--- config.mk ---
export PLATFORM = sky130hd
export DESIGN_NAME = ps2_tx
export DESIGN_NICKNAME = d
export VERILOG_FILES = /design/src/rtl/ps2_tx.sv
export SDC_FILE = /design/constraint.sdc
export NUM_CORES = 1
export LEC_CHECK = 0
export ABC_AREA = 1
export CAP_MARGIN = 20
export CORE_MARGIN = 2
export CORE_UTILIZATION = 55
export CTS_CLUSTER_SIZE = 8
export DETAILED_ROUTE_END_ITERATION = 6
export GPL_TIMING_DRIVEN = 0
export PLACE_DENSITY = 0.73
export SYNTH_ARGS = -nofsm -noshare
export SYNTH_HDL_FRONTEND = slang
export SYNTH_SLANG_ARGS = --single-unit
export TNS_END_PERCENT = 100
--- constraint.sdc ---
create_clock -name clk -period 3.3 [get_ports clk]
set_input_delay 0.66 -clock clk [delete_from_list [all_inputs] [get_ports clk]]
set_output_delay 0.66 -clock clk [all_outputs]
set_load 0.05 [all_outputs]
--- src/rtl/ps2_tx.sv ---
// Host-to-device PS/2 transmitter.
// Performs the inhibit / request-to-send sequence, shifts one command byte
// out on device-generated clock edges and checks the device ACK. Both pins
// are driven open-drain through the *_oe outputs (1 = pull low).
module ps2_tx #(
   parameter int INHIBIT_CYCLES = 2000,
   parameter int REQ_CYCLES     = 16,
   parameter int TIMEOUT_CYCLES = 40000
) (
   input  logic       clk,
   input  logic       reset_n,
   input  logic       ps2clk,
   input  logic       ps2dat,
   input  logic [7:0] tx_data,
   input  logic       tx_valid,
   output logic       tx_ready,
   output logic       tx_done,
   output logic       tx_err,
   output logic       ps2clk_oe,
   output logic       ps2dat_oe,
   output logic       rx_inhibit
);

   // Phase timer covers INHIBIT and REQ; the watchdog is sized for the timeout.
   localparam int TMR_MAX = (INHIBIT_CYCLES > REQ_CYCLES) ? INHIBIT_CYCLES : REQ_CYCLES;
   localparam int TMR_W   = $clog2(TMR_MAX + 1);
   localparam int WD_W    = $clog2(TIMEOUT_CYCLES + 1);

   localparam logic [TMR_W-1:0] INH_LAST = TMR_W'(INHIBIT_CYCLES - 1);
   localparam logic [TMR_W-1:0] REQ_LAST = TMR_W'(REQ_CYCLES - 1);
   localparam logic [WD_W-1:0]  WD_LAST  = WD_W'(TIMEOUT_CYCLES - 1);
   // Edge 11 is the ACK edge; edges 1..10 present data, parity and stop.
   localparam logic [3:0]       ACK_EDGE_PREV = 4'd10;

   typedef enum logic [2:0] {
      IDLE,
      INHIBIT,
      REQ,
      SHIFT,
      WAITIDLE
   } state_t;

   state_t           state_reg, state_next;
   logic [TMR_W-1:0] tmr_reg, tmr_next;
   logic [WD_W-1:0]  wd_reg, wd_next;
   logic [3:0]       edge_cnt_reg, edge_cnt_next;
   // {stop, parity, data[7:0]} -- indexed by the edge count before increment.
   logic [9:0]       frame_reg, frame_next;
   logic             bit_oe_reg, bit_oe_next;

   logic [2:0]       clk_sync_reg;
   logic [1:0]       dat_sync_reg;
   logic             clk_s;
   logic             dat_s;
   logic             clk_fall;

   assign clk_s    = clk_sync_reg[1];
   assign dat_s    = dat_sync_reg[1];
   assign clk_fall = clk_sync_reg[2] & ~clk_sync_reg[1];

   // Bring the asynchronous pin levels into the clk domain; the third clock
   // stage provides the previous value for falling-edge detection.
   always_ff @(posedge clk or negedge reset_n) begin
      if (!reset_n) begin
         clk_sync_reg <= 3'b111;
         dat_sync_reg <= 2'b11;
      end else begin
         clk_sync_reg <= {clk_sync_reg[1:0], ps2clk};
         dat_sync_reg <= {dat_sync_reg[0], ps2dat};
      end
   end

   // State and datapath registers; reset releases both pins immediately.
   always_ff @(posedge clk or negedge reset_n) begin
      if (!reset_n) begin
         state_reg    <= IDLE;
         tmr_reg      <= '0;
         wd_reg       <= '0;
         edge_cnt_reg <= '0;
         frame_reg    <= '0;
         bit_oe_reg   <= 1'b0;
      end else begin
         state_reg    <= state_next;
         tmr_reg      <= tmr_next;
         wd_reg       <= wd_next;
         edge_cnt_reg <= edge_cnt_next;
         frame_reg    <= frame_next;
         bit_oe_reg   <= bit_oe_next;
      end
   end

   // Next-state logic plus the single-cycle done/error pulses.
   always_comb begin
      state_next    = state_reg;
      tmr_next      = tmr_reg;
      wd_next       = wd_reg;
      edge_cnt_next = edge_cnt_reg;
      frame_next    = frame_reg;
      bit_oe_next   = bit_oe_reg;
      tx_done       = 1'b0;
      tx_err        = 1'b0;

      case (state_reg)
         IDLE: begin
            if (tx_valid) begin
               frame_next    = {1'b1, ~^tx_data, tx_data};
               edge_cnt_next = '0;
               tmr_next      = '0;
               state_next    = INHIBIT;
            end
         end

         INHIBIT: begin
            if (tmr_reg == INH_LAST) begin
               tmr_next   = '0;
               state_next = REQ;
            end else begin
               tmr_next = tmr_reg + TMR_W'(1);
            end
         end

         REQ: begin
            if (tmr_reg == REQ_LAST) begin
               // Start bit stays driven low until the first device edge.
               tmr_next      = '0;
               wd_next       = '0;
               edge_cnt_next = '0;
               bit_oe_next   = 1'b1;
               state_next    = SHIFT;
            end else begin
               tmr_next = tmr_reg + TMR_W'(1);
            end
         end

         SHIFT: begin
            if (clk_fall) begin
               wd_next       = '0;
               edge_cnt_next = edge_cnt_reg + 4'd1;
               if (edge_cnt_reg == ACK_EDGE_PREV) begin
                  bit_oe_next = 1'b0;
                  if (!dat_s) begin
                     state_next = WAITIDLE;
                  end else begin
                     tx_err     = 1'b1;
                     state_next = IDLE;
                  end
               end else begin
                  bit_oe_next = ~frame_reg[edge_cnt_reg];
               end
            end else if (wd_reg == WD_LAST) begin
               bit_oe_next = 1'b0;
               tx_err      = 1'b1;
               state_next  = IDLE;
            end else begin
               wd_next = wd_reg + WD_W'(1);
            end
         end

         WAITIDLE: begin
            if (clk_s && dat_s) begin
               tx_done    = 1'b1;
               state_next = IDLE;
            end else if (clk_fall) begin
               wd_next = '0;
            end else if (wd_reg == WD_LAST) begin
               tx_err     = 1'b1;
               state_next = IDLE;
            end else begin
               wd_next = wd_reg + WD_W'(1);
            end
         end

         default: state_next = IDLE;
      endcase
   end

   // Pin drivers and handshake outputs decoded from the current state.
   always_comb begin
      tx_ready   = (state_reg == IDLE);
      rx_inhibit = (state_reg != IDLE);
      ps2clk_oe  = (state_reg == INHIBIT) || (state_reg == REQ);
      ps2dat_oe  = (state_reg == REQ) || ((state_reg == SHIFT) && bit_oe_reg);
   end

endmodule

==> impl_metrics.ini, run 1 <==
[timing]
drv_slew = 0
worst_slew_pin_slew_ns = 0.600
post-route-min-period_ns = 3.15
rsz0062_at_grt = no
finalSetupTns_ns = 0
setup_viol = 0
maxSlewHeadroom = 0.600
timing.fmax_ghz = 0.317
skew_ns = 0.00946
final_hold_viol_count = 0
period_share = 0.955

[route]
drc = 0
post_drt_wl_per_cell_um = 11.9
vias_per_cell = 5.10
drt_wl_total_mm = 6.24
ant_nets = 0
dr.first_iter.drc_count = 121
vias = 2672
first_pass_iters = 4

[power]
irDropWorstVdd_v = 0.000369
p_per_area_nw_per_um2 = 629
clockPowerShare = 0.158
sequentialPowerShare = 0.368
intPower_mw = 1.20
leakage_nw = 1.54
switching_share = 0.443
p_comb_frac = 0.473
p_switching_uw = 951

[global_routing]
grt_pass1_vias = 2517
grt_pass1_wl_mm = 11.3
antenna_found_initial = 0
grtUsageTotal = 0.229
gr-total-overflow = 0
grt_max_degree = 28

[placed_design]
placed_cell_area_um2 = 3330
dp_hpwl_mm = 4.74
gp_congestion = 0.943
port_buffers = 18

[synth]
ys_ff_latch = 50
synthCells = 425
syn_avg_cell_area_um2 = 7.17
yosysSeqAreaShare = 0.413
ys_types = 31
synth_area_um2 = 3050
synth_fp_nets = 442
yosys_warnings = 0

[clocking]
clk-insertion-delay-late_ns = 0.30
cts.sinks = 50
cts_tree = done
postCtsSetupRepairBufs = 0
root_buffer = clkbuf_8
cts_buffer_depth = 2
clkTransAtPathRegs_ns = 0.09
numCtsBuffers = 5
htreeDepth = 2

[layout]
largest_register_ffs = 16
fill_cells = 502
multi_input_area_um2 = 1530
final_area_um2 = 3410
nNetsFinal = 468
area_delta_synth_final_pct = 11.9
drive_above_1_share = 0.0973
regArea_um2 = 1260
diodes = 0

[worst_setup_path]
crit_path_end = tx_err
path_cells = ha_1, nand3_1, nor2_1, nand2_1, inv_1, nand2_1, a22oi_1, dlygate4sd2_1
worst-setup-path-type = reg -> out
crit_arrival_ns = 2.49
critical_path.max_fanout = 6
r2r_slack_ns = 1.44
r2r_cells = 9
cp_data_required_time_ns = 2.64
critPathMaxStageDelay_ns = 0.56
r2r_end = wd_reg[12]
cp_common_cell = nand2_1
startpoint = wd_reg[0]
start_kind = register
crit_slowest_cell = dlygate4sd2_1
cp-end-kind = primary output
r2r_start = wd_reg[0]

[floorplanning]
die_w_um = 78.4
dieArea_um2 = 6150
core_um2 = 5440
ios = 19
initial_utilization = 0.560
row_count = 27
die-height_um = 78.4

[hold_path]
hold_class = in -> async

[run]
cap_violations = 0

[outcome]
status = finished clean
-- Yosys cell counts (all sizes together) --
cell / count / area (µm²)
a21oi: 6 / 41.3
a22o: 1 / 8.76
a22oi: 1 / 7.51
buf: 5 / 37.5
clkbuf: 4 / 15.0
dfrtp: 45 / 1130
dfstp: 5 / 131
ha: 4 / 50.1
inv: 55 / 206
nand2: 127 / 497
nand3: 35 / 190
nand3b: 1 / 7.51
nand4: 17 / 106
nor2: 60 / 258
nor3: 3 / 15.0
o211ai: 1 / 7.51
o21ai: 32 / 160
o21bai: 3 / 22.5
o22ai: 2 / 12.5
or2: 4 / 25.0
xnor2: 7 / 61.3
xor2: 7 / 61.3
-- worst max-delay path, delay by kind of cell, from the launching register on --
kind                     cells  cell delay [ns]
AND/OR/NAND/NOR              4             0.56
AO/OA/AOI/OAI                1             0.18
buffers and inverters        2             0.70
flip-flops                   1             0.45
adder cells (fa/ha/maj)      1             0.29
-- area by class of cell --
class | instances | share of cell area
Timing Repair Buffer | 19 | 0.0568
Buffer | 9 | 0.0154
Inverter | 55 | 0.0605
Clock buffer | 8 | 0.0235
Multi-Input combinational cell | 311 | 0.449
Sequential cell | 50 | 0.369
Tap cell | 72 | 0.0264
-- routing by layer --
metal / vias up / share of wire / GRT usage
li1: 1403 / - / -
met1: 1222 / 0.51 / 0.338
met2: 42 / 0.44 / 0.353
met3: 5 / 0.038 / 0.0402
met4: 0 / 0.0038 / 0.0509
met5: - / 0 / 0
-- power groups by stage --
| stage | registers, mW | clock network [mW] | logic, mW |
|---|---|---|---|
| 6_report | 0.791 | 0.340 | 1.02 |
| 5_1_grt | 0.803 | 0.377 | 1.15 |
| 4_1_cts | 0.791 | 0.357 | 1.02 |
| 3_5_place_dp | 0.801 | 0 | 1.02 |
| 3_3_place_gp | 0.799 | 0 | 1.00 |
| 2_1_floorplan | 0.788 | 0 | 0.756 |
-- logic make-up after synthesis --
logic type,synth area share
buffers and inverters,0.0850
AOI/OAI and AO/OA,0.0854
DFF,0.413
xor gates and xnor gates,0.0402
and+or+nand+nor,0.360
adders and majority gates,0.0164
-- worst min path at each step --
stage,end,slack (ns),cells past startpoint,from
after floorplan,clk_sync_reg[1],0.35,0,clk_sync_reg[0]
after global placement,dat_sync_reg[1],0.35,0,dat_sync_reg[0]
after detailed placement,clk_sync_reg[1],0.35,0,clk_sync_reg[0]
after CTS,clk_sync_reg[1],0.36,0,clk_sync_reg[0]
after global routing,clk_sync_reg[1],0.37,0,clk_sync_reg[0]
final,tmr_reg[6],0.35,1,reset_n
-- placed cells by master (no fill, tap or decap), drive strengths merged, types with 5 or more instances in the layout --
cell | netlist | final
o21ai | 32 | 32
dfstp | 5 | 5
xor2 | 7 | 7
nand2 | 127 | 127
clkbuf | 4 | 12
dfrtp | 45 | 45
xnor2 | 7 | 7
a21oi | 6 | 6
inv | 55 | 55
nand4 | 17 | 17
nor2 | 60 | 60
nand3 | 35 | 35
buf | 5 | 7
clkdlybuf4s50 | 0 | 16
-- per-stage QoR --
| step | worst slack (ns) | cells | util | hold WS (ns) | power, mW |
|---|---|---|---|---|---|
| after CTS | 0.158 | 524 | 0.627 | 0.364 | 2.17 |
| after global routing | 0.00408 | 524 | 0.627 | 0.367 | 2.33 |
| after floorplan | 0.639 | 425 | - | 0.345 | 1.54 |
| final | 0.150 | 524 | 0.627 | 0.354 | 2.15 |
| after global placement | 0.0754 | 515 | 0.610 | 0.346 | 1.80 |
| after detailed placement | 0.227 | 516 | 0.613 | 0.349 | 1.82 |
-- timing repair --
action                                  CTS  global route
endpoints found under the hold margin     0             0
gates resized for setup                   1             0
endpoints found under the setup margin    1             0
hold buffers                              0             0
(Power assumes the default switching activity.)
==> run 2: changes to the inputs <==
PLACE_DENSITY = 0.82   (was 0.73)
==> run 2 against run 1 <==
Effect of this change:
- sequential share of layout area shrank 0.28 points
- sequential power about the same
- combinational power hardly changed
- global-route usage grew 1.3 points
- clock-buffer cell count stayed put
- maximum frequency increased by 7.1%
- die area unchanged
- routed wire length grew 9.1%
- cell count did not move
- design area grew 0.77%
- worst setup slack gained 0.21 ns
- first-iteration DRC count increased by 120%
- critical path type unchanged
- largest power group unchanged
- highest routed layer unchanged
==> impl_metrics.ini, run 2 (same netlist as run 1, synthesis figures left out) <==
[power]
p_per_area_nw_per_um2 = 655
power_mw = 2.25
irDropWorstVdd_v = 0.000380
leakage_nw = 1.56

[timing]
finalSetupTns_ns = 0
timing.fmax_ghz = 0.340
final_hold_viol_count = 0
skew_ns = 0.00898
maxSlewHeadroom = 0.634
period_share = 0.892
worst_slew_pin_slew_ns = 0.549
setup_viol = 0
post-route-min-period_ns = 2.94
worst_hold_slack_ns = 0.326
rsz0062_at_grt = no
final.setup.worst_slack_ns = 0.358
drv_slew = 0

[floorplanning]
row_count = 27
die-height_um = 78.4
core_um2 = 5440
initial_utilization = 0.560
ios = 19
dieArea_um2 = 6150
die_w_um = 78.4

[clocking]
cts_buffer_depth = 2
clk-insertion-delay-late_ns = 0.31
root_buffer = clkbuf_8
cts.sinks = 50
htreeDepth = 2
cts_tree = done
postCtsSetupRepairBufs = 0
numCtsBuffers = 5
clkTransAtPathRegs_ns = 0.09

[global_routing]
grtUsageTotal = 0.242
grt_pass1_wl_mm = 12.0
gr-total-overflow = 0
grt_max_degree = 29
antenna_found_initial = 0
grt_pass1_vias = 2742

[layout]
drive_above_1_share = 0.106
fill_cells = 472
largest_register_ffs = 16
layout_common_cells = nand2_1 (121), nor2_1 (53), inv_1 (49), dfrtp_1 (45), nand3_1 (32)
layout_commonest_cell = nand2_1
fin_util = 0.632
area_delta_synth_final_pct = 12.8
diodes = 0
nNetsFinal = 468

[route]
drt_wl_total_mm = 6.81
ant_nets = 0
first_pass_iters = 5
dr.first_iter.drc_count = 267
post_drt_wl_per_cell_um = 13.0
vias = 2801
vias_per_cell = 5.35
drc = 0

[placed_design]
gp_congestion = 0.957
pre_cts_ws_ns = 0.212
dp_hpwl_mm = 5.04
port_buffers = 18

[worst_setup_path]
start_kind = register
worst-setup-path-type = reg -> out
crit_arrival_ns = 2.28
cp-end-kind = primary output
critical_path.max_fanout = 6
cp_data_required_time_ns = 2.64

[outcome]
status = finished clean

[hold_path]
hold_class = in -> async

[run]
cap_violations = 0
[run 2: cell types whose count changed in the layout (fill, tap and decap cells not counted)]
cell / delta
clkbuf_1: -3
clkbuf_8: +3
clkbuf_2: +1
dlygate4sd2_1: -1
[run 2: where the power goes]
| group | switching, mW | total (mW) | leakage [nW] | internal [mW] |
|---|---|---|---|---|
| combinational | 0.718 | 1.04 | 0.849 | 0.321 |
| clock | 0.206 | 0.418 | 0.0575 | 0.212 |
| sequential | 0.0693 | 0.793 | 0.650 | 0.724 |
| total | 0.993 | 2.25 | 1.56 | 1.26 |
[run 2: metrics by stage]
step	instance area, µm²	std cells
floorplan	3050	425
global placement	3320	515
detailed placement	3330	516
CTS	3440	524
global route	3440	524
finish	3440	524
[run 2: cell type report]
| type | instances | area [µm²] | area share |
|---|---|---|---|
| Buffer | 9 | 52.6 | 0.0153 |
| Tap cell | 72 | 90.1 | 0.0262 |
| Sequential cell | 50 | 1260 | 0.366 |
| Clock buffer | 8 | 110 | 0.0320 |
| Multi-Input combinational cell | 311 | 1530 | 0.445 |
| Inverter | 55 | 206 | 0.0600 |
| Timing Repair Buffer | 19 | 190 | 0.0553 |
[run 2: what timing repair did]
action | in CTS | in global routing
endpoints found under the setup margin | 1 | 1
hold buffers | 0 | 0
resized for setup | 1 | 2
[run 2: path summary, 6_finish.rpt]
path / end / cells past startpoint / startpoint / slack (ns)
setup / recovery: tx_err / 8 / wd_reg[0] / 0.36
hold reg to reg: clk_sync_reg[1] / 0 / clk_sync_reg[0] / 0.36
setup reg to reg: wd_reg[12] / 9 / wd_reg[0] / 1.38
min in group clk: clk_sync_reg[1] / 0 / clk_sync_reg[0] / 0.36
max in group asynchronous: frame_reg[8] / 2 / reset_n / 2.44
hold / removal: frame_reg[0] / 1 / reset_n / 0.33
[run 2: critical path, stage by stage (launching register included)]
cell	delay, ns
dfrtp_1	0.47
ha_1	0.29
nand3_1	0.17
nor2_1	0.21
nand2_1	0.12
inv_1	0.13
nand2_1	0.07
a22oi_1	0.19
clkbuf_2	0.32
[run 2: routing by layer]
metal	part of all wire	global-route usage	wire length, µm	vias up
li1	-	-	-	1403
met1	0.45	0.335	3040	1307
met2	0.49	0.385	3320	82
met3	0.051	0.0310	344	9
met4	0.016	0.0982	106	0
met5	0	0	0	-
